==> config.mk <==
export PLATFORM = sky130hd
export DESIGN_NAME = status_cond_unit
export DESIGN_NICKNAME = d
export VERILOG_FILES = /design/src/rtl/status_cond_unit_pkg.sv /design/src/rtl/status_cond_unit_cond_eval.sv /design/src/rtl/status_cond_unit.sv
export SDC_FILE = /design/constraint.sdc
export NUM_CORES = 1
export LEC_CHECK = 0
export ABC_AREA = 1
export CAP_MARGIN = 25
export CORE_UTILIZATION = 52
export DETAILED_ROUTE_END_ITERATION = 8
export HOLD_SLACK_MARGIN = 0.02
export PLACE_DENSITY = 0.89
export SLEW_MARGIN = 20
export SYNTH_ARGS = -nofsm -noshare
export SYNTH_HDL_FRONTEND = slang
export SYNTH_SLANG_ARGS = --single-unit
==> constraint.sdc <==
create_clock -name clk -period 2.6 [get_ports clk]
set_input_delay 0.65 -clock clk [delete_from_list [all_inputs] [get_ports clk]]
set_output_delay 0.65 -clock clk [all_outputs]
set_load 0.02 [all_outputs]
==> src/rtl/status_cond_unit_pkg.sv <==
// Shared definitions for the status/condition logic.
// Flag bit positions within the 4-bit {N,Z,C,V} status word and the ARM
// condition-field encodings. Decode and the ALU import these as well.
package status_cond_unit_pkg;

  localparam int unsigned FLAG_N = 3;
  localparam int unsigned FLAG_Z = 2;
  localparam int unsigned FLAG_C = 1;
  localparam int unsigned FLAG_V = 0;

  typedef enum logic [3:0] {
    COND_EQ = 4'b0000,
    COND_NE = 4'b0001,
    COND_CS = 4'b0010,
    COND_CC = 4'b0011,
    COND_MI = 4'b0100,
    COND_PL = 4'b0101,
    COND_VS = 4'b0110,
    COND_VC = 4'b0111,
    COND_HI = 4'b1000,
    COND_LS = 4'b1001,
    COND_GE = 4'b1010,
    COND_LT = 4'b1011,
    COND_GT = 4'b1100,
    COND_LE = 4'b1101,
    COND_AL = 4'b1110,
    COND_NV = 4'b1111
  } cond_e;

endpackage

==> src/rtl/status_cond_unit_cond_eval.sv <==
// Combinational ARM condition evaluator, shared with the branch unit.
// Ports:
//   cond  in  4  condition field
//   nzcv  in  4  flags {N,Z,C,V}
//   pass  out 1  condition satisfied; the reserved encoding never passes
module cond_eval
  import status_cond_unit_pkg::*;
(
  input  logic [3:0] cond,
  input  logic [3:0] nzcv,
  output logic       pass
);

  logic n, z, c, v;

  always_comb begin
    n = nzcv[FLAG_N];
    z = nzcv[FLAG_Z];
    c = nzcv[FLAG_C];
    v = nzcv[FLAG_V];
    pass = 1'b0;
    case (cond)
      COND_EQ: pass = z;
      COND_NE: pass = ~z;
      COND_CS: pass = c;
      COND_CC: pass = ~c;
      COND_MI: pass = n;
      COND_PL: pass = ~n;
      COND_VS: pass = v;
      COND_VC: pass = ~v;
      COND_HI: pass = c & ~z;
      COND_LS: pass = ~c | z;
      COND_GE: pass = (n == v);
      COND_LT: pass = (n != v);
      COND_GT: pass = ~z & (n == v);
      COND_LE: pass = z | (n != v);
      COND_AL: pass = 1'b1;
      default: pass = 1'b0;
    endcase
  end

endmodule

==> src/rtl/status_cond_unit.sv <==
// Architectural NZCV status register with condition evaluation for decode,
// a one-deep saved-status slot for exceptions and a saturating count of
// committed flag writes.
// Ports:
//   clk, rst_n    clock, async active-low reset
//   exe_valid     EXE holds a valid instruction
//   exe_s         EXE instruction updates flags
//   alu_status    {N,Z,C,V} produced by the ALU this cycle
//   flush         kills the EXE instruction's flag write
//   id_cond       condition field of the decode instruction
//   exc_enter     exception entry pulse (saves status)
//   exc_return    exception return pulse (restores status)
//   status_q      committed NZCV
//   c_in          committed carry to the ALU (never bypassed)
//   cond_pass     decode condition satisfied
//   saved_q       saved NZCV slot
//   saved_valid   saved slot is live
//   upd_cnt       committed flag writes, saturating
module status_cond_unit
  import status_cond_unit_pkg::*;
#(
  parameter bit          BYPASS = 1'b1,
  parameter int unsigned CNT_W  = 16
) (
  input  logic             clk,
  input  logic             rst_n,
  input  logic             exe_valid,
  input  logic             exe_s,
  input  logic [3:0]       alu_status,
  input  logic             flush,
  input  logic [3:0]       id_cond,
  input  logic             exc_enter,
  input  logic             exc_return,
  output logic [3:0]       status_q,
  output logic             c_in,
  output logic             cond_pass,
  output logic [3:0]       saved_q,
  output logic             saved_valid,
  output logic [CNT_W-1:0] upd_cnt
);

  logic       we;
  logic       restore;
  logic [3:0] eff;

  assign we = exe_valid & exe_s & ~flush;
  // Entry takes priority over return; a return with an empty slot is ignored.
  assign restore = exc_return & saved_valid & ~exc_enter;

  assign eff  = (BYPASS && we) ? alu_status : status_q;
  assign c_in = status_q[FLAG_C];

  cond_eval u_cond_eval (
    .cond (id_cond),
    .nzcv (eff),
    .pass (cond_pass)
  );

  always_ff @(posedge clk or negedge rst_n) begin
    if (!rst_n) begin
      status_q    <= '0;
      saved_q     <= '0;
      saved_valid <= 1'b0;
      upd_cnt     <= '0;
    end else begin
      if (exc_enter) begin
        saved_q     <= status_q;
        saved_valid <= 1'b1;
      end else if (restore) begin
        saved_valid <= 1'b0;
      end

      // A restore overrides and drops any same-cycle flag write.
      if (restore) begin
        status_q <= saved_q;
      end else if (we) begin
        status_q <= alu_status;
        if (upd_cnt != '1) begin
          upd_cnt <= upd_cnt + CNT_W'(1);
        end
      end
    end
  end

endmodule

==> impl_results.html <==
<table>
<tr><th>Metric</th><th>Value</th></tr>
<tr><th colspan="2">Status</th></tr>
<tr><td>Violations in the final reports</td><td>design-rule violations</td></tr>
<tr><td>Outcome</td><td>complete, but fails checks</td></tr>
<tr><th colspan="2">Global routing</th></tr>
<tr><td>Global route overflow</td><td>0</td></tr>
<tr><td>Number of antenna violations at the first check in global routing</td><td>0</td></tr>
<tr><td>Most Used Layer, Global Route</td><td>met2</td></tr>
<tr><td>Met2 Use GR</td><td>40.7%</td></tr>
<tr><td>Wire length of the first global-routing pass</td><td>6440 um</td></tr>
<tr><td>Total routing usage reported by global routing</td><td>25.1%</td></tr>
<tr><td>Maximum number of pins on one net before global-route repair</td><td>26</td></tr>
<tr><td>Via count of the first global-routing pass</td><td>between 1000 and 1500</td></tr>
<tr><td>GR met1 Demand/Resource</td><td>36.2%</td></tr>
<tr><td>Met3 Usage GRT</td><td>under 10%</td></tr>
<tr><th colspan="2">STA</th></tr>
<tr><td>Crit path setup slack, layout</td><td>0.0945 ns</td></tr>
<tr><td>Sum of negative setup slack</td><td>0 ns</td></tr>
<tr><td>Fin. Hold Viols</td><td>0</td></tr>
<tr><td>Crit path time final</td><td>2.51 ns</td></tr>
<tr><td>Worst-case clock skew</td><td>0.00514 ns</td></tr>
<tr><td>Final setup viols</td><td>0</td></tr>
<tr><td>Share of the cycle needed by the critical path after routing</td><td>between 90% and 100%</td></tr>
<tr><td>Fin Hold WS</td><td>0.519 ns</td></tr>
<tr><td>Slew at the pin closest to its max-slew limit</td><td>about 0.36 ns</td></tr>
<tr><td>Worst slew margin relative to its limit</td><td>76.1%</td></tr>
<tr><td>Number of max-slew violations in the final report</td><td>0</td></tr>
<tr><td>Max Clk Rate</td><td>399 MHz</td></tr>
<tr><th colspan="2">Synth</th></tr>
<tr><td>Synthesized instance count</td><td>231</td></tr>
<tr><td>Synthesis Warnings</td><td>0</td></tr>
<tr><td>Number of flops mapped to enable cells by yosys</td><td>0</td></tr>
<tr><td>Most instantiated cells after synthesis</td><td>sky130_fd_sc_hd__nand2_1 (81), sky130_fd_sc_hd__inv_1 (28), sky130_fd_sc_hd__dfrtp_1 (25)</td></tr>
<tr><td>Register bit total from synthesis</td><td>25</td></tr>
<tr><td>Share of the yosys chip area belonging to registers</td><td>roughly two fifths</td></tr>
<tr><td>Ys flop type</td><td>sky130_fd_sc_hd__dfrtp_1</td></tr>
<tr><td>Distinct cell type count after synthesis</td><td>20</td></tr>
<tr><td>Synth Cell Area</td><td>~1600 sq um</td></tr>
<tr><td>Synth Net Count</td><td>between 200 and 250</td></tr>
<tr><td>Leading cell types by total area after synthesis</td><td>sky130_fd_sc_hd__dfrtp_1 (39%), sky130_fd_sc_hd__nand2_1 (19%), sky130_fd_sc_hd__inv_1 (6.6%), sky130_fd_sc_hd__nand3_1 (6.3%), sky130_fd_sc_hd__o21ai_0 (5.1%)</td></tr>
<tr><td>Most numerous cell in the Yosys netlist</td><td>sky130_fd_sc_hd__nand2_1</td></tr>
<tr><td>Cell accounting for the most synthesized area</td><td>sky130_fd_sc_hd__dfrtp_1</td></tr>
<tr><td>Async S/R FF share, synth</td><td>100%</td></tr>
<tr><td>Synthesized area per cell</td><td>6.86 sq um</td></tr>
<tr><td>Share of Yosys cell area claimed by the top area cell type</td><td>around 39%</td></tr>
<tr><th colspan="2">Die</th></tr>
<tr><td>Area of the core region</td><td>2830 sq um</td></tr>
<tr><td>Die width</td><td>57.2 um</td></tr>
<tr><td>Die Span Y</td><td>57.2 um</td></tr>
<tr><td>Area enclosed by the die boundary</td><td>about 3300 sq um</td></tr>
<tr><td>I/O pin cnt</td><td>42</td></tr>
<tr><td>FP Rows</td><td>19</td></tr>
<tr><td>Starting density of the core</td><td>56.0%</td></tr>
<tr><th colspan="2">Clock network</th></tr>
<tr><td>Master cell of the clock root buffer</td><td>sky130_fd_sc_hd__clkbuf_4</td></tr>
<tr><td>Bufs on Longest Clock Path</td><td>2</td></tr>
<tr><td>H-tree Lvls</td><td>1</td></tr>
<tr><td>TritonCTS buffer count</td><td>3</td></tr>
<tr><td>Clock insertion delay at the later pin of the skew report</td><td>slightly above 0.3 ns</td></tr>
<tr><td>Worst-path clk slew</td><td>0.13 ns</td></tr>
<tr><td>Clock tree from TritonCTS</td><td>done</td></tr>
<tr><td>Sinks on the clock net</td><td>25</td></tr>
<tr><th colspan="2">Route</th></tr>
<tr><td>Pre-antenna DRT Iters</td><td>6</td></tr>
<tr><td>Antenna Nets Post-Route</td><td>0</td></tr>
<tr><td>Via total after detailed routing</td><td>1768</td></tr>
<tr><td>Average wire per standard cell</td><td>roughly 14 um</td></tr>
<tr><td>Iter 0 DRT Violations</td><td>roughly 140</td></tr>
<tr><td>Vias per cell</td><td>5.58</td></tr>
<tr><td>DRC Markers</td><td>2</td></tr>
<tr><td>Routed wire length</td><td>4320 um</td></tr>
<tr><th colspan="2">Worst setup path</th></tr>
<tr><td>Nature of the critical path endpoint</td><td>output pin</td></tr>
<tr><td>Start-to-end type of the worst setup path</td><td>input pin to output pin</td></tr>
<tr><td>Type of element launching the critical path</td><td>input pin</td></tr>
<tr><td>Crit path DAT</td><td>approximately 1.9 ns</td></tr>
<tr><td>Required time at the endpoint of the critical path</td><td>1.95 ns</td></tr>
<tr><td>Worst-path maximum fanout</td><td>3</td></tr>
<tr><th colspan="2">Final layout</th></tr>
<tr><td>Sequential standard cell area</td><td>626 sq um</td></tr>
<tr><td>Multi-input gate area in the final layout</td><td>873 sq um</td></tr>
<tr><td>Number of fill cells in the layout</td><td>202</td></tr>
<tr><td>Area Overhead vs Synth</td><td>38.8%</td></tr>
<tr><td>Antenna Cells</td><td>0</td></tr>
<tr><td>Post-layout net count</td><td>303</td></tr>
<tr><td>Share of the core filled with cells</td><td>77.8%</td></tr>
<tr><td>Layout cell share with drive strength beyond 1</td><td>between 10% and 20%</td></tr>
<tr><th colspan="2">Place</th></tr>
<tr><td>Worst slack at placement</td><td>-0.705 ns</td></tr>
<tr><td>Detailed Place HPWL</td><td>2890 um</td></tr>
<tr><td>Count of port buffers added during placement</td><td>41</td></tr>
<tr><td>Global placement routability congestion</td><td>0.903</td></tr>
<tr><th colspan="2">Power and ir drop</th></tr>
<tr><td>Worst supply voltage drop on vdd</td><td>just under 0.5 mV</td></tr>
<tr><td>Leakage power of the design</td><td>about 1.1 nW</td></tr>
<tr><td>Power Density</td><td>602 nW/um^2</td></tr>
<tr><th colspan="2">Min path</th></tr>
<tr><td>Class of the worst hold path</td><td>register to register</td></tr>
<tr><th colspan="2">Flow run</th></tr>
<tr><td>Max-cap check violation count</td><td>0</td></tr>
</table>
[cells by family after synthesis]
logic type      after synthesis  synth area share [%]
xor+xnor                      8                  4.89
buf+inv                      37                  10.2
simple gates                136                  36.9
compound gates               24                  7.81
flops                        25                  39.5
fa+ha+maj                     1                 0.789
[repair_timing]
action,4_1_cts,5_1_grt
gates resized for setup,19,26
hold buffers,0,0
pin swaps,1,13
endpoints found under the setup margin,1,1
endpoints found under the hold margin,0,0
buffers inserted,1,2
[critical path, cell delays in order]
cell                              delay [ns]
sky130_fd_sc_hd__clkdlybuf4s50_1        0.45
sky130_fd_sc_hd__inv_1                  0.04
sky130_fd_sc_hd__nand2_2                0.07
sky130_fd_sc_hd__nand2_2                0.07
sky130_fd_sc_hd__nand2_1                0.06
sky130_fd_sc_hd__nand3_1                0.06
sky130_fd_sc_hd__nand2_1                0.09
sky130_fd_sc_hd__nand2_1                0.06
sky130_fd_sc_hd__nor2_1                 0.09
sky130_fd_sc_hd__nand2_1                0.05
sky130_fd_sc_hd__buf_4                  0.15
[through the flow]
stage,total power [mW],instance area (sq um),std cells
5_1_grt,1.41,2200,317
2_1_floorplan,0.854,1590,231
6_report,1.32,2200,317
3_3_place_gp,1.11,2080,310
3_5_place_dp,1.13,2080,310
4_1_cts,1.30,2140,315
[cell usage in the layout (no fill, tap or decap), types with 2 or more instances in the layout]
cell type | Yosys | layout
sky130_fd_sc_hd__nor3_1 | 7 | 6
sky130_fd_sc_hd__clkbuf_4 | 0 | 3
sky130_fd_sc_hd__xor2_1 | 6 | 6
sky130_fd_sc_hd__nand4_1 | 7 | 7
sky130_fd_sc_hd__inv_1 | 28 | 27
sky130_fd_sc_hd__dlymetal6s2s_1 | 0 | 6
sky130_fd_sc_hd__nand3_1 | 20 | 18
sky130_fd_sc_hd__nor2_2 | 0 | 2
sky130_fd_sc_hd__clkbuf_2 | 0 | 3
sky130_fd_sc_hd__nor2_1 | 17 | 13
sky130_fd_sc_hd__inv_2 | 5 | 6
sky130_fd_sc_hd__o21ai_0 | 16 | 15
sky130_fd_sc_hd__nor2_4 | 0 | 2
sky130_fd_sc_hd__nand2_1 | 81 | 68
sky130_fd_sc_hd__dfrtp_1 | 25 | 25
sky130_fd_sc_hd__nand3b_1 | 2 | 2
sky130_fd_sc_hd__o21ai_1 | 7 | 8
sky130_fd_sc_hd__nand2_2 | 1 | 14
sky130_fd_sc_hd__buf_4 | 2 | 15
sky130_fd_sc_hd__clkdlybuf4s50_1 | 0 | 31
[cell type report]
class                   instances  share of cell area [%]
flip-flops and latches         25                    28.4
clock buffers                   4                    1.19
well taps                      31                    1.76
multi-input cells             169                    39.7
inverters                      33                    5.63
repair buffers                 55                    23.3
[state kept, by name, summed over array words and instances, names as in the netlist]
signal	cells
upd_cnt	16
saved_q	4
status_q	4
saved_valid	1
[where the power goes]
part           switching, mW  internal, mW
clock network          0.109        0.0598
logic                  0.329         0.277
registers             0.0870         0.463
[routing by layer]
metal / routed length (um) / vias up / part of all wire [%]
li1: - / 842 / -
met1: 1850 / 822 / 43
met2: 2040 / 87 / 47
met3: 294 / 17 / 6.8
met4: 137 / 0 / 3.2
met5: 0 / - / 0
[path summary, 6_finish.rpt]
path	slack, ns	cells after the start	from	end
hold reg to reg	0.52	2	upd_cnt[6]$_DFFE_PN0P_	upd_cnt[6]$_DFFE_PN0P_
min in group asynchronous	0.68	2	rst_n	upd_cnt[0]$_DFFE_PN0P_
hold / removal	0.52	2	upd_cnt[6]$_DFFE_PN0P_	upd_cnt[6]$_DFFE_PN0P_
max in group asynchronous	1.67	2	rst_n	saved_q[1]$_DFFE_PN0P_
setup / recovery	0.09	11	alu_status[2]	cond_pass
setup reg to reg	0.86	8	upd_cnt[0]$_DFFE_PN0P_	upd_cnt[7]$_DFFE_PN0P_
Power figures use the tool's default switching activity.
==> patch: new RTL, same settings <==
Add an input register stage for `id_cond`, without a reset; this delays it by one clock. The other inputs are not delayed to match.
--- a/src/rtl/status_cond_unit.sv
+++ b/src/rtl/status_cond_unit.sv
@@ -39,6 +39,12 @@
   output logic [CNT_W-1:0] upd_cnt
 );
 
+  logic [3:0] id_cond_q;
+
+  always_ff @(posedge clk) begin
+    id_cond_q <= id_cond;
+  end
+
   logic       we;
   logic       restore;
   logic [3:0] eff;
@@ -51,7 +57,7 @@
   assign c_in = status_q[FLAG_C];
 
   cond_eval u_cond_eval (
-    .cond (id_cond),
+    .cond (id_cond_q),
     .nzcv (eff),
     .pass (cond_pass)
   );
Formal check against the unedited RTL: not equivalent (Yosys sat finds a counterexample within 4 cycles, from zero or initial values and one cycle with rst_n low).
==> patch against the original RTL <==
  * Design area increased by 6.4%
  * First-iteration DRC count decreased by 12%
  * Sequential cell count increased by 4
  * Worst hold slack improved by 0.0088 ns
  * Setup slack got worse by 0.066 ns
  * Largest cell class unchanged
  * Wire length increased by 1.6%
  * Non-clock buffer count decreased by 4
  * Synthesized area increased by 8.0%
  * Highest routed layer unchanged
  * Total power increased by 11%
==> patch: results (changes against the original RTL) <==
stage,metric,value,unit,change
drt,wl_met3,292,microns,was 294 microns
worst_setup_path,cp_data_arrival_time,1.92,ns,was 1.86 ns
synth,ys_types,27,,was 20
cells_and_area,drive_gt1_frac,0.204,,was 0.178
grt,grt_use_met2,0.424,,was 0.407
synth,syn_nets,245,,was 247
cells_and_area,layout.nets,300,,was 303
cells_and_area,antenna_cells,0,,unchanged
clock_tree,cts_inserted_buffers,5,,was 3
placement,routabilityCongestion,0.977,,was 0.903
grt,grt_usage,0.266,,was 0.251
outcome,outcome,completed,,"was finished, violations left"
sta,max_slew_margin,0.786,,was 0.761
clock_tree,cts_max_level,2,,was 1
synth,yosysSeqAreaShare,0.412,,was 0.395
drt,drt_iter0_markers,123,,was 139
grt,antenna_found_initial,0,,unchanged
synth,ys_top_cells_by_area,"dfrtp_1 (37%), nand2_1 (18%), inv_1 (5.7%)",,"was dfrtp_1 (39%), nand2_1 (19%), inv_1 (6.6%)"
grt,first_global_vias,1584,,was 1485
drt,wl_met2,2170,microns,was 2040 microns
synth,synthArstFlopShare,0.862,,was 1.00
synth,ys_warn_count,0,,unchanged
cells_and_area,largest_register_ffs,16,,unchanged
grt,grt_use_met3,0.0524,,was 0.0272
power,peakVddDrop,0.000566,V,was 0.000483 V
synth,synthTopCellsByCount,"nand2_1 (84), inv_1 (26), dfrtp_1 (25)",,"was nand2_1 (81), inv_1 (28), dfrtp_1 (25)"
placement,pre_cts_ws,-0.574,ns,was -0.705 ns
hold_path,hold_depth,1,,was 2
grt,grt_max_degree,26,,unchanged
drt,vias_per_cell,5.23,,was 5.58
cells_and_area,top_register,upd_cnt,,unchanged
placement,hpwl,3030,microns,was 2890 microns
clock_tree,cts_root_buf,clkbuf_4,,unchanged
drt,highest_layer,met4,,unchanged
placement,portBuffers,41,,unchanged
grt,met1_usage,0.360,,was 0.362
clock_tree,clk_latency,0.32,ns,
worst_setup_path,reg2regPathDepth,9,,was 8
cells_and_area,nFillCells,217,,was 202
power,power.leakage,1.16,nW,was 1.11 nW
grt,grt_pass1_wl,6980,microns,was 6440 microns
drt,dr.pass1.iters,4,,was 6
sta,finalClockSkew,0.0102,ns,was 0.00514 ns
clock_tree,clkTransAtPathRegs,0.09,ns,was 0.13 ns
drt,wirelength,4380,microns,was 4320 microns
hold_path,hp-class,flip-flop to flip-flop,,unchanged
worst_setup_path,critPathMaxFanout,3,,unchanged
drt,wl_met1,1820,microns,was 1850 microns
clock_tree,ctsLongestPathBuffers,2,,unchanged
-- patch: cell families (layout without fill, tap and decap cells) --
| kind of cell | after synthesis | after routing | share of synthesized area |
|---|---|---|---|
| flip-flops | 29 | 29 | 0.412 |
| XOR/XNOR | 13 | 13 | 0.0709 |
| AND/OR/NAND/NOR | 139 | 139 | 0.374 |
| adder cells (fa/ha/maj) | 1 | 1 | 0.00731 |
| buffers and inverters | 33 | 89 | 0.0884 |
| AO/OA/AOI/OAI | 14 | 14 | 0.0475 |
-- patch: metrics by stage --
| stage | TNS [ns] | instance area [sq um] | utilization | cells |
|---|---|---|---|---|
| final | 0 | 2340 | 0.761 | 329 |
| after global routing | -0.0845 | 2340 | 0.761 | 329 |
| after CTS | 0 | 2260 | 0.735 | 326 |
| after detailed placement | -0.574 | 2180 | 0.709 | 317 |
| after global placement | -0.532 | 2180 | 0.709 | 317 |
| after floorplan | 0 | 1710 | - | 229 |
-- patch: where the power goes --
| group | total, mW | switching (mW) | internal, mW |
|---|---|---|---|
| combinational | 0.580 | 0.317 | 0.263 |
| sequential | 0.613 | 0.0916 | 0.522 |
| clock | 0.277 | 0.143 | 0.133 |
-- patch: path summary, 6_finish.rpt --
| kind | start | endpoint | slack, ns |
|---|---|---|---|
| worst max-delay path | alu_status[2] | cond_pass | 0.03 |
| worst max register to register | upd_cnt[0]$_DFFE_PN0P_ | upd_cnt[8]$_DFFE_PN0P_ | 0.88 |
| max in group asynchronous | rst_n | upd_cnt[4]$_DFFE_PN0P_ | 1.66 |
| worst min register to register | upd_cnt[12]$_DFFE_PN0P_ | upd_cnt[12]$_DFFE_PN0P_ | 0.53 |
| min in group asynchronous | rst_n | upd_cnt[9]$_DFFE_PN0P_ | 0.70 |
| worst min-delay path | upd_cnt[12]$_DFFE_PN0P_ | upd_cnt[12]$_DFFE_PN0P_ | 0.53 |
-- patch: area by class of cell --
cell class,count,area [sq um],area share
Clock buffer,8,58.8,0.0251
Inverter,30,113,0.0481
Multi-Input combinational cell,167,923,0.394
Sequential cell,29,706,0.301
Tap cell,44,55.1,0.0235
Timing Repair Buffer,51,487,0.208
-- patch: worst max-delay path, stage by stage --
cell             delay [ns]
clkdlybuf4s50_1        0.46
inv_1                  0.06
nand2_2                0.09
nand2_2                0.09
buf_4                  0.14
nand2_1                0.05
inv_1                  0.05
nand2_1                0.06
nand2_1                0.04
nand2_1                0.05
nand2_1                0.05
buf_6                  0.13
-- patch: timing repair --
action,4_1_cts,5_1_grt
hold endpoints to repair,0,0
resized for setup,16,29
setup buffers,1,3
endpoints found under the setup margin,1,1
hold buffers,0,0
pin swaps,2,15
